## src/rtl/uart_rx_monitor_if.sv

```systemverilog
`timescale 1ns / 1ps
`default_nettype none
// +--------------------------------------------------------------------------+
// | Module   : uart_rx_monitor_if                                            |
// | Purpose  : Receive-byte stream interface between the UART RX monitor     |
// |            FIFO and its consumer (bench or host adapter).                |
// | Signals  : out_data_o  [7:0] FIFO head byte         (master -> slave)    |
// |            out_valid_o       FIFO non-empty          (master -> slave)   |
// |            out_ready_i       consumer accepts head   (slave  -> master)  |
// | Modports : master (monitor side), slave (consumer side)                  |
// | Revision : 1.0  initial release                                          |
// +--------------------------------------------------------------------------+
interface uart_rx_monitor_if;
  logic [7:0] out_data_o;
  logic       out_valid_o;
  logic       out_ready_i;

  modport master (
    output out_data_o,
    output out_valid_o,
    input  out_ready_i
  );

  modport slave (
    input  out_data_o,
    input  out_valid_o,
    output out_ready_i
  );
endinterface
`default_nettype wire

```

## src/rtl/uart_rx_monitor.sv

```systemverilog
`timescale 1ns / 1ps
`default_nettype none
// +--------------------------------------------------------------------------+
// | Module   : uart_rx_monitor                                               |
// | Purpose  : 8N1 UART receiver for the SoC TX pin. Deserialises bytes into |
// |            a receive FIFO drained by valid/ready, flags framing errors   |
// |            and FIFO overflow, and counts accepted newline (0x0A) bytes.  |
// | Ports    : clk, rst (async, active-high)                                 |
// |            rx_i              serial input, idles high, asynchronous      |
// |            out_if (master)   out_data_o / out_valid_o / out_ready_i      |
// |            fifo_count_o      FIFO occupancy                              |
// |            busy_o            frame in progress                           |
// |            frame_err_o       pulse on bad stop bit                       |
// |            frame_err_cnt_o   saturating framing-error count              |
// |            overflow_o        sticky dropped-byte flag                    |
// |            newline_cnt_o     wrapping count of accepted 0x0A bytes       |
// |            clear_i           clears overflow and both counters           |
// | Option   : `define UART_RX_MONITOR_PARITY_EN adds a parity bit between   |
// |            data and stop (parameter PARITY_ODD, outputs parity_err_o and |
// |            parity_err_cnt_o).                                            |
// | Revision : 1.0  initial release                                          |
// +--------------------------------------------------------------------------+
module uart_rx_monitor #(
  parameter int CLK_FREQ_HZ = 100000000,
  parameter int BAUD_RATE   = 3125000,
  parameter int FIFO_DEPTH  = 16
`ifdef UART_RX_MONITOR_PARITY_EN
  ,
  parameter bit PARITY_ODD  = 1'b0
`endif
) (
  input  wire                          clk,
  input  wire                          rst,
  input  wire                          rx_i,
  uart_rx_monitor_if.master            out_if,
  output logic [$clog2(FIFO_DEPTH):0]  fifo_count_o,
  output logic                         busy_o,
  output logic                         frame_err_o,
  output logic [7:0]                   frame_err_cnt_o,
  output logic                         overflow_o,
  output logic [15:0]                  newline_cnt_o,
`ifdef UART_RX_MONITOR_PARITY_EN
  output logic                         parity_err_o,
  output logic [7:0]                   parity_err_cnt_o,
`endif
  input  wire                          clear_i
);

  // CLKS_PER_BIT must be >= 8 and FIFO_DEPTH a power of two >= 2.
  localparam int C_CLKS_PER_BIT = CLK_FREQ_HZ / BAUD_RATE;
  localparam int C_CNT_W        = $clog2(C_CLKS_PER_BIT);
  localparam int C_PTR_W        = $clog2(FIFO_DEPTH);
  localparam int C_OCC_W        = C_PTR_W + 1;

  localparam logic [C_CNT_W-1:0] C_BIT_RELOAD  = C_CNT_W'(C_CLKS_PER_BIT - 1);
  localparam logic [C_CNT_W-1:0] C_HALF_RELOAD = C_CNT_W'(C_CLKS_PER_BIT / 2 - 1);
  localparam logic [C_OCC_W-1:0] C_FIFO_FULL   = C_OCC_W'(FIFO_DEPTH);

  typedef enum logic [2:0] {
    S_IDLE   = 3'd0,
    S_START  = 3'd1,
    S_DATA   = 3'd2,
`ifdef UART_RX_MONITOR_PARITY_EN
    S_PARITY = 3'd3,
`endif
    S_STOP   = 3'd4
  } state_t;

  // ---------------------------------------------------------------- sync ---
  logic rx_meta_q, rx_s_q, rx_prev_q;
  logic w_fall;

  always_ff @(posedge clk or posedge rst) begin
    if (rst) begin
      rx_meta_q <= 1'b1;
      rx_s_q    <= 1'b1;
      rx_prev_q <= 1'b1;
    end else begin
      rx_meta_q <= rx_i;
      rx_s_q    <= rx_meta_q;
      rx_prev_q <= rx_s_q;
    end
  end

  assign w_fall = rx_prev_q & ~rx_s_q;

  // ----------------------------------------------------------------- FSM ---
  state_t             state_q, state_d;
  logic [C_CNT_W-1:0] cnt_q, cnt_d;
  logic [2:0]         idx_q, idx_d;
  logic [7:0]         shift_q, shift_d;
  logic               w_sample;
  logic               w_push;
  logic               w_frame_err;
`ifdef UART_RX_MONITOR_PARITY_EN
  logic               par_q, par_d;
  logic               w_parity_err;
  logic               w_par_bad;

  // Received data XOR parity bit is 0 for even parity, 1 for odd parity.
  assign w_par_bad = (((^shift_q) ^ par_q) != PARITY_ODD);
`endif

  assign w_sample = (cnt_q == '0);

  always_ff @(posedge clk or posedge rst) begin
    if (rst) begin
      state_q <= S_IDLE;
      cnt_q   <= '0;
      idx_q   <= '0;
      shift_q <= '0;
`ifdef UART_RX_MONITOR_PARITY_EN
      par_q   <= 1'b0;
`endif
    end else begin
      state_q <= state_d;
      cnt_q   <= cnt_d;
      idx_q   <= idx_d;
      shift_q <= shift_d;
`ifdef UART_RX_MONITOR_PARITY_EN
      par_q   <= par_d;
`endif
    end
  end

  always_comb begin
    state_d     = state_q;
    cnt_d       = cnt_q;
    idx_d       = idx_q;
    shift_d     = shift_q;
    w_push      = 1'b0;
    w_frame_err = 1'b0;
`ifdef UART_RX_MONITOR_PARITY_EN
    par_d        = par_q;
    w_parity_err = 1'b0;
`endif
    case (state_q)
      S_IDLE: begin
        // Half-bit load puts every later sample near the bit centre.
        if (w_fall) begin
          cnt_d   = C_HALF_RELOAD;
          state_d = S_START;
        end
      end
      S_START: begin
        if (w_sample) begin
          if (!rx_s_q) begin
            cnt_d   = C_BIT_RELOAD;
            idx_d   = 3'd0;
            state_d = S_DATA;
          end else begin
            state_d = S_IDLE;
          end
        end else begin
          cnt_d = cnt_q - 1'b1;
        end
      end
      S_DATA: begin
        if (w_sample) begin
          shift_d = {rx_s_q, shift_q[7:1]};
          cnt_d   = C_BIT_RELOAD;
          if (idx_q == 3'd7) begin
`ifdef UART_RX_MONITOR_PARITY_EN
            state_d = S_PARITY;
`else
            state_d = S_STOP;
`endif
          end else begin
            idx_d = idx_q + 3'd1;
          end
        end else begin
          cnt_d = cnt_q - 1'b1;
        end
      end
`ifdef UART_RX_MONITOR_PARITY_EN
      S_PARITY: begin
        if (w_sample) begin
          par_d   = rx_s_q;
          cnt_d   = C_BIT_RELOAD;
          state_d = S_STOP;
        end else begin
          cnt_d = cnt_q - 1'b1;
        end
      end
`endif
      S_STOP: begin
        // Leave at mid-stop so a start edge at the end of the stop bit
        // is seen from IDLE (back-to-back frames).
        if (w_sample) begin
          state_d = S_IDLE;
          if (rx_s_q) begin
            w_push = 1'b1;
          end else begin
            w_frame_err = 1'b1;
          end
`ifdef UART_RX_MONITOR_PARITY_EN
          w_parity_err = w_par_bad;
`endif
        end else begin
          cnt_d = cnt_q - 1'b1;
        end
      end
      default: state_d = S_IDLE;
    endcase
  end

  // ---------------------------------------------------------------- FIFO ---
  logic [7:0]         mem_q [FIFO_DEPTH];
  logic [C_PTR_W-1:0] wr_ptr_q, rd_ptr_q;
  logic [C_OCC_W-1:0] count_q;
  logic               w_valid, w_pop, w_full, w_write, w_ovf, w_newline;

  assign w_valid   = (count_q != '0);
  assign w_pop     = w_valid & out_if.out_ready_i;
  assign w_full    = (count_q == C_FIFO_FULL);
  // A full FIFO still accepts a push when the head leaves in the same cycle.
  assign w_write   = w_push & (~w_full | w_pop);
  assign w_ovf     = w_push & w_full & ~w_pop;
  assign w_newline = w_write & (shift_q == 8'h0A);

  always_ff @(posedge clk) begin
    if (w_write) begin
      mem_q[wr_ptr_q] <= shift_q;
    end
  end

  always_ff @(posedge clk or posedge rst) begin
    if (rst) begin
      wr_ptr_q <= '0;
      rd_ptr_q <= '0;
      count_q  <= '0;
    end else begin
      if (w_write) begin
        wr_ptr_q <= wr_ptr_q + 1'b1;
      end
      if (w_pop) begin
        rd_ptr_q <= rd_ptr_q + 1'b1;
      end
      case ({w_write, w_pop})
        2'b10:   count_q <= count_q + 1'b1;
        2'b01:   count_q <= count_q - 1'b1;
        default: count_q <= count_q;
      endcase
    end
  end

  // -------------------------------------------------------------- status ---
  // Where an event meets clear_i in one cycle, the event survives the clear.
  logic [7:0]  fe_cnt_q;
  logic        ovf_q;
  logic [15:0] nl_cnt_q;

  always_ff @(posedge clk or posedge rst) begin
    if (rst) begin
      fe_cnt_q <= '0;
      ovf_q    <= 1'b0;
      nl_cnt_q <= '0;
    end else if (clear_i) begin
      fe_cnt_q <= {7'd0, w_frame_err};
      ovf_q    <= w_ovf;
      nl_cnt_q <= {15'd0, w_newline};
    end else begin
      if (w_frame_err && (fe_cnt_q != 8'hFF)) begin
        fe_cnt_q <= fe_cnt_q + 8'd1;
      end
      if (w_ovf) begin
        ovf_q <= 1'b1;
      end
      if (w_newline) begin
        nl_cnt_q <= nl_cnt_q + 16'd1;
      end
    end
  end

`ifdef UART_RX_MONITOR_PARITY_EN
  logic [7:0] pe_cnt_q;

  always_ff @(posedge clk or posedge rst) begin
    if (rst) begin
      pe_cnt_q <= '0;
    end else if (clear_i) begin
      pe_cnt_q <= {7'd0, w_parity_err};
    end else if (w_parity_err && (pe_cnt_q != 8'hFF)) begin
      pe_cnt_q <= pe_cnt_q + 8'd1;
    end
  end

  assign parity_err_o     = w_parity_err;
  assign parity_err_cnt_o = pe_cnt_q;
`endif

  // ------------------------------------------------------------- outputs ---
  // Head is masked while empty so the output reads 0 out of reset.
  assign out_if.out_valid_o = w_valid;
  assign out_if.out_data_o  = w_valid ? mem_q[rd_ptr_q] : 8'h00;
  assign fifo_count_o       = count_q;
  assign busy_o             = (state_q != S_IDLE);
  assign frame_err_o        = w_frame_err;
  assign frame_err_cnt_o    = fe_cnt_q;
  assign overflow_o         = ovf_q;
  assign newline_cnt_o      = nl_cnt_q;

endmodule
`default_nettype wire

```

## src/flat_wrapper.sv

```systemverilog
// flat-port wrapper written by rule: the top's interface ports become plain ports
module uart_rx_monitor_flat 
#(
  parameter int CLK_FREQ_HZ = 100000000,
  parameter int BAUD_RATE   = 3125000,
  parameter int FIFO_DEPTH  = 16

)
  (clk, rst, rx_i, fifo_count_o, busy_o, frame_err_o, frame_err_cnt_o, overflow_o, newline_cnt_o, clear_i, out_if_out_data_o, out_if_out_valid_o, out_if_out_ready_i);
  uart_rx_monitor_if out_if_i ();
  input  wire clk;
  input  wire rst;
  input  wire rx_i;
  output logic [$clog2(FIFO_DEPTH):0] fifo_count_o;
  output logic busy_o;
  output logic frame_err_o;
  output logic [7:0] frame_err_cnt_o;
  output logic overflow_o;
  output logic [15:0] newline_cnt_o;
  input  wire clear_i;
  output wire logic [$bits(out_if_i.out_data_o)-1:0] out_if_out_data_o;
  output wire logic [$bits(out_if_i.out_valid_o)-1:0] out_if_out_valid_o;
  input wire logic [$bits(out_if_i.out_ready_i)-1:0] out_if_out_ready_i;
  assign out_if_out_data_o = out_if_i.out_data_o;
  assign out_if_out_valid_o = out_if_i.out_valid_o;
  assign out_if_i.out_ready_i = out_if_out_ready_i;
  uart_rx_monitor #(.CLK_FREQ_HZ(CLK_FREQ_HZ), .BAUD_RATE(BAUD_RATE), .FIFO_DEPTH(FIFO_DEPTH)) u_core (.clk(clk), .rst(rst), .rx_i(rx_i), .out_if(out_if_i), .fifo_count_o(fifo_count_o), .busy_o(busy_o), .frame_err_o(frame_err_o), .frame_err_cnt_o(frame_err_cnt_o), .overflow_o(overflow_o), .newline_cnt_o(newline_cnt_o), .clear_i(clear_i));
endmodule
```

## config.mk

```make
export PLATFORM = sky130hd
export DESIGN_NAME = uart_rx_monitor_flat
export DESIGN_NICKNAME = d
export VERILOG_FILES = /design/src/rtl/uart_rx_monitor_if.sv /design/src/rtl/uart_rx_monitor.sv /design/src/flat_wrapper.sv
export SDC_FILE = /design/constraint.sdc
export NUM_CORES = 1
export LEC_CHECK = 0
export ABC_AREA = 1
export BUFFER_PORTS_ARGS = -buffer_cell sky130_fd_sc_hd__buf_4
export CAP_MARGIN = 25
export CORE_MARGIN = 1
export CORE_UTILIZATION = 40
export CTS_BUF_LIST = sky130_fd_sc_hd__clkbuf_4 sky130_fd_sc_hd__clkbuf_8 sky130_fd_sc_hd__clkbuf_16
export DETAILED_ROUTE_END_ITERATION = 10
export GPL_TIMING_DRIVEN = 0
export PLACE_DENSITY = 0.57
export SYNTH_ARGS = -nofsm -noshare
export SYNTH_HDL_FRONTEND = slang
export SYNTH_SLANG_ARGS = --single-unit
```

## constraint.sdc

```tcl
create_clock -name clk -period 5.35 [get_ports clk]
set_input_delay 1.605 -clock clk [delete_from_list [all_inputs] [get_ports clk]]
set_output_delay 1.605 -clock clk [all_outputs]
set_load 0.02 [all_outputs]
```

==> results of run 1 <==
## metrics by stage
step                setup WS, ps  hold slack, ps  cell area [sq um]  cells
global route                 785             360               9520   1109
floorplan                   2090             345               8230    761
global placement            1320             346               8910   1076
finish                       912             358               9520   1109
CTS                          994             358               9520   1109
detailed placement          1460             348               8930   1077
## worst min-delay path by stage
| stage | end | cells past startpoint |
|---|---|---|
| 5_1_grt | u_core.rx_s_q | 0 |
| 6_report | u_core.rx_s_q | 0 |
| 4_1_cts | u_core.rx_s_q | 0 |
| 3_3_place_gp | u_core.rx_s_q | 0 |
| 3_5_place_dp | u_core.rx_s_q | 0 |
| 2_1_floorplan | u_core.rx_s_q | 0 |
## sequential cells by signal, summed over array words and instances (netlist names)
signal and cells:
u_core.state_q 3, u_core.shift_q 8, u_core.fifo_count_o 5, u_core.frame_err_cnt_o 8, u_core.mem_q 128, u_core.rx_meta_q 1, u_core.cnt_q 5, u_core.rx_prev_q 1
u_core.rd_ptr_q 4, u_core.rx_s_q 1, u_core.idx_q 3, u_core.newline_cnt_o 16, u_core.wr_ptr_q 4, u_core.overflow_o 1
## layout make-up
class                   instances  area (sq um)
fillers                      1886         10700
multi-input cells             475          2500
clock inverters                14           160
flip-flops and latches        188          5350
clock buffers                  18           433
inverters                      69           259
repair buffers                 46           358
plain buffers                  29           123
well taps                     270           338
## cell families after synthesis
group           after synthesis  share of synthesized area, %
fa+ha+maj                    11                          1.67
compound gates              165                          11.6
simple gates                285                          15.7
flops                       188                          65.0
xor+xnor                     14                          1.49
buf+inv                      98                          4.64
## per-layer routing
layer,share of wire [%],up-vias,GRT usage (%)
met4,2.4,0,7.84
met3,5.1,31,3.51
met2,47,160,31.4
met5,0,-,0
li1,-,2819,-
met1,46,2810,26.5
## layout by cell type, fill, tap and decap left out, types with 2 or more instances in the layout
cell type,n
o21ai_0,99
nand3_1,33
nor2_2,2
a21oi_1,18
nand3_4,2
buf_4,45
nand2_1,92
o21ai_1,7
nor4_1,4
o22ai_1,11
nor3b_2,2
dfstp_2,3
clkbuf_1,23
nand2_2,2
a31oi_1,2
inv_1,57
bufinv_16,2
nor3_1,13
ha_1,11
xor2_1,12
nor2_4,4
clkinv_1,2
buf_2,5
inv_8,2
clkbuf_16,17
xnor2_1,2
nor3_2,5
nand4_1,10
dfrtp_1,57
o211ai_1,3
inv_6,4
clkinv_4,3
edfxtp_1,128
inv_2,11
o221ai_1,22
nor2_1,113
## worst register-to-register path, delay by kind of cell, from the launching register on
kind	cells	cell delay [ps]
flops	1	380
simple gates	6	1530
fa+ha+maj	1	190
buf+inv	2	330
## where the power goes
part / leakage, nW / internal [mW] / switching, mW
logic: 1.37 / 0.476 / 1.02
clock network: 0.287 / 0.706 / 0.574
registers: 2.07 / 1.61 / 0.0681
total: 3.72 / 2.79 / 1.66
==> metrics.txt, run 1 <==
Crit Path Max Fanout=10; Tot Pwr=4.45 mW; Stages on worst setup path=8; Row Count=52; root buf cell=clkbuf_16; Gate Count Post-Synth=about 760; IO Pins=46; Seq/Total Area, Yosys=approximately 65%; Worst R2R Path Depth=9; share of cells above drive strength 1=a little over an eighth; CP Launch Type=register; Crit Reg-Reg Endpoint=u_core.mem_q[4][1]; all-layer global routing usage=between 10% and 20%; Max clock buf depth=2; Mapped Nets=around 800; post-synth top area cell=edfxtp_1; Die X-Extent=around 150 um; Final setup viols=0; worst-margin pin slew=around 990 ps; CP max stage cell=clkbuf_1; Worst IR Drop VDD=about 0.22 mV; total global routing overflow=0; drt drc=0; fraction of registers with async set/reset=31.9%; crit path kind=register to primary output; ANT cells=0; most numerous cell in the Yosys netlist=edfxtp_1; Pre-antenna DRT Iters=5; highest clock rate=225 MHz; list of most frequent post-synthesis cells=128 x edfxtp_1, 113 x nor2_1, 99 x o21ai_0; Post-CTS Setup Inserts=0; ranking of synthesized cells by area=edfxtp_1 47%, dfrtp_1 17%, o21ai_0 6.0%; Mapped Area=between 8000 and 9000 sq um; vias in the first global route=~5600; routed via count=~5800; Syn Area/Cell=10.8 sq um; Power per Cell Area=roughly 470 nW/um^2; Synth Warn #=0; crit-path cells=inv_1 -> clkbuf_1 -> clkbuf_1 -> nor2_1 -> o22ai_1 -> o21ai_0 -> a21oi_1 -> buf_4; Worst-path clk slew=70 ps; Crit path required time=3740 ps; CP top delay family=buffers and inverters; TritonCTS clock tree=built; maximum number of pins on one net before global-route repair=39; Worst EP arrival=between 2000 and 3000 ps; Critical Path Sink Type=primary output; First DRT Iteration DRCs=approximately 440; most used cell, CP=clkbuf_1; Sum Neg Setup Slack=0 ps; worst clock skew=~10 ps; P_leak=around 3.7 nW; Buffers & Inverters on Critical Path=4; r2r startpoint=u_core.cnt_q[0]; DR WL/cell=about 18 um; Die Span Y=around 150 um; # port buffers=45; #FFs+latches synth=between 150 and 200; EDFF count, synth=roughly 130; vias per cell=~5.2; # resized after CTS=0; minimum clock period=~4400 ps; CP startpoint=u_core.rd_ptr_q[0]; CTS HTree Levels=4; post-route ant nets=0; hold_sp=u_core.rx_meta_q; Initial Util=approximately two fifths; RSZ-0062 raised after global routing=false; DRT Wirelength=about 20000 um; Tcrit/Tclk final=83.0%; core area=roughly 20000 sq um; initial antenna violation count=0; die area=~21000 sq um; CTS Hold Bufs=0; P&R area growth vs syn=15.7%; Final Max Tran Viols=0; Final nets=842; r2r setup slk=between 2000 and 3000 ps; critical path's largest stage delay=600 ps; Post-DP HPWL=~13000 um; CTS buffer count=17; Worst Hold Class=register to register; Slew headroom=33.9%; outcome=complete, no violations; Synth top area share=46.7%; Hold Fails Final Rpt=0; Synth cell types=37; total of max-cap violations=0; first-pass GRT wire length=between 30000 and 40000 um; clk sink count=188; Clk Latency, worst-skew pair=430 ps; Final Util=47.0%; crit path to=out_if_out_data_o[4]; gpl congestion=0.818; top_reg_cell synth=edfxtp_1
No activity file was read; power rests on OpenSTA's default activity.
==> run 2: changes to the inputs <==
--- a/config.mk
+++ b/config.mk
@@ -5,7 +5,7 @@
 export SDC_FILE = /design/constraint.sdc
 export NUM_CORES = 1
 export LEC_CHECK = 0
-export ABC_AREA = 1
+export ABC_AREA = 0
 export BUFFER_PORTS_ARGS = -buffer_cell sky130_fd_sc_hd__buf_4
 export CAP_MARGIN = 25
 export CORE_MARGIN = 1
@@ -13,7 +13,7 @@
 export CTS_BUF_LIST = sky130_fd_sc_hd__clkbuf_4 sky130_fd_sc_hd__clkbuf_8 sky130_fd_sc_hd__clkbuf_16
 export DETAILED_ROUTE_END_ITERATION = 10
 export GPL_TIMING_DRIVEN = 0
-export PLACE_DENSITY = 0.57
+export PLACE_DENSITY = 0.59
 export SYNTH_ARGS = -nofsm -noshare
 export SYNTH_HDL_FRONTEND = slang
 export SYNTH_SLANG_ARGS = --single-unit
==> constraint.sdc (replaced) <==
create_clock -name clk -period 3.6 [get_ports clk]
set_input_delay 1.08 -clock clk [delete_from_list [all_inputs] [get_ports clk]]
set_output_delay 1.08 -clock clk [all_outputs]
set_load 0.02 [all_outputs]
==> metrics.txt, run 2 <==
initial antenna violation count=0 (unchanged); Final Util=47.7% (+0.70 points); core area=19600 sq um (-3.2%); Syn Area/Cell=15.1 sq um (+39%); CTS HTree Levels=4 (unchanged); maximum number of pins on one net before global-route repair=39 (unchanged); Critical Path Sink Type=primary output; all-layer global routing usage=17.8% (-1.8 points); Power per Cell Area=483 nW/um^2 (+3.3%); Hold Slack=358 ps (-0.547 ps); ANT cells=0 (unchanged); Crit Path Max Fanout=10 (unchanged); commonest non-fill, non-tap cell in the layout=edfxtp_1; worst-margin pin slew=714 ps (-273 ps); routed via count=4732 (-19%); Tcrit/Tclk final=a little over nine tenths; Post-DP HPWL=11400 um (-15%); Synth top area share=47.8% (+1.1 points); gpl congestion=0.803 (-1.8%); Initial Util=41.0% (+0.36 points); Synth cell types=51 (+38%); CP Launch Type=register; Pre-antenna DRT Iters=5 (unchanged); clk sink count=188 (unchanged); CTS buffer count=17 (unchanged); # fillers=1723 (-8.6%); vias per cell=5.41 (+3.2%); most flop-heavy register=u_core.mem_q; placed inst area=8720 sq um (-2.3%); P&R area growth vs syn=16.4%; Worst Hold Class=register to register; Synth Warn #=0 (unchanged); Slew headroom=52.4% (+18 points); Finished Layout Cells=874 (-21%); Crit path required time=2520 ps (-1220 ps); die area=20700 sq um (-2.3%); worst setup margin=121 ps (-791 ps); multi-input logic area=2530 sq um (+1.2%); Worst EP arrival=2400 ps (-430 ps); P_leak=3.37 nW (-9.4%); Worst-path clk slew=70 ps (about the same); top_reg_cell synth=edfxtp_1; drt drc=0 (unchanged); #FFs+latches synth=188 (unchanged); root buf cell=clkbuf_16; total of max-cap violations=0 (unchanged); TritonCTS clock tree=built; Sum Neg Setup Slack=0 ps (unchanged); # port buffers=44 (-2.2%); post-route ant nets=0 (unchanged); Final nets=612 (-27%); Mapped Area=8040 sq um (-2.3%); Mapped Nets=550 (-29%); Final setup viols=0 (unchanged); pre-CTS setup slack=72.6 ps (-1390 ps); minimum clock period=approximately 3500 ps; Clk Latency, worst-skew pair=430 ps (about the same); share of cells above drive strength 1=23.5% (+9.8 points); most frequent cells in the layout=128 x edfxtp_1, 57 x dfrtp_1, 45 x buf_4, 36 x nor2_1, 32 x mux4_2; DR WL/cell=19.4 um (+7.1%); placed cells=844 (-22%); Die X-Extent=144 um (-1.2%); most numerous cell in the Yosys netlist=edfxtp_1; list of most frequent post-synthesis cells=128 x edfxtp_1, 57 x dfrtp_1, 36 x nor2_1; DRT Wirelength=16900 um (-16%); Row Count=51 (-1.9%); fraction of registers with async set/reset=31.9% (unchanged); fin area=9350 sq um (-1.7%); EDFF count, synth=128 (unchanged); IO Pins=46 (unchanged); Max clock buf depth=2 (unchanged); Die Span Y=144 um (-1.2%); first-pass GRT wire length=26800 um (-15%); total global routing overflow=0 (unchanged); max FFs per register=128 (unchanged); highest clock rate=between 200 and 300 MHz; worst clock skew=12.4 ps (+1.96 ps); Tot Pwr=4.52 mW (+1.5%); outcome=complete, no violations; Seq/Total Area, Yosys=66.5% (+1.5 points); Hold Fails Final Rpt=0 (unchanged); vias in the first global route=4839 (-14%); ranking of synthesized cells by area=edfxtp_1 48%, dfrtp_1 18%, mux4_2 9.0%; Gate Count Post-Synth=534 (-30%); Worst IR Drop VDD=0.343 mV (+56%); register area=5350 sq um (unchanged); Final Max Tran Viols=0 (unchanged); First DRT Iteration DRCs=305 (-31%); crit path kind=register to primary output; post-synth top area cell=edfxtp_1
run 2: changes by cell type in the layout (fill, tap and decap cells not counted), sizes merged, moves of 17 or more:
cell,delta
nor2,-82
inv,-54
nand3,-23
xnor2,+21
o21ai,-94
nand2,-71
mux4,+32
a22oi,+17
o221ai,-22
run 2: timing repair:
action                     in CTS  in global routing
buffers inserted                0                  0
gates cloned                    0                  0
setup endpoints to repair       8                  3
hold buffers                    0                  0
gates resized for setup        10                  3
run 2: critical path, cell delays in order (launching register included):
cell and delay, ps:
dfrtp_1 410, inv_1 70, ha_1 230, or4b_1 620, nor3b_2 250, clkbuf_4 230
buf_4 150
run 2: cell families (layout without fill, tap and decap cells):
| kind of cell | after synthesis | after routing | share of synthesized area, % |
|---|---|---|---|
| AOI/OAI and AO/OA | 64 | 64 | 5.06 |
| xor gates and xnor gates | 28 | 28 | 3.05 |
| adders and majority gates | 11 | 11 | 1.71 |
| buffers and inverters | 41 | 116 | 2.05 |
| DFF | 188 | 188 | 66.5 |
| muxes | 42 | 42 | 10.4 |
| and+or+nand+nor | 160 | 160 | 11.2 |
run 2: path summary, 6_finish.rpt:
path	start	to	slack, ps	cells past startpoint
worst max register to register	u_core.cnt_q[0]	u_core.fifo_count_o[4]	350	13
max in group asynchronous	rst	u_core.rx_prev_q	2270	3
worst max-delay path	u_core.cnt_q[0]	frame_err_o	120	6
worst min-delay path	u_core.rx_meta_q	u_core.rx_s_q	360	0
min in group asynchronous	rst	u_core.cnt_q[0]	680	2
worst min register to register	u_core.rx_meta_q	u_core.rx_s_q	360	0
run 2: report_power, final:
part / internal, mW / switching, mW / total, mW
Clock: 1.05 / 0.863 / 1.91
Combinational: 0.0948 / 0.146 / 0.241
Sequential: 2.32 / 0.0369 / 2.36
Total: 3.47 / 1.05 / 4.52
run 2: area by class of cell:
cell class | instances | area share, %
Multi-Input combinational cell | 305 | 27.0
Clock inverter | 15 | 1.94
Sequential cell | 188 | 57.2
Clock buffer | 17 | 4.55
Tap cell | 265 | 3.54
Buffer | 25 | 1.43
Inverter | 14 | 0.562
Timing Repair Buffer | 45 | 3.75
run 2: layer usage:
metal / track usage, % / vias up / wire length, um
met1: 23.4 / 2432 / 7650
met3: 4.40 / 14 / 847
met4: 4.14 / 0 / 124
met5: 0 / - / 0
li1: - / 2171 / -
met2: 29.8 / 115 / 8320
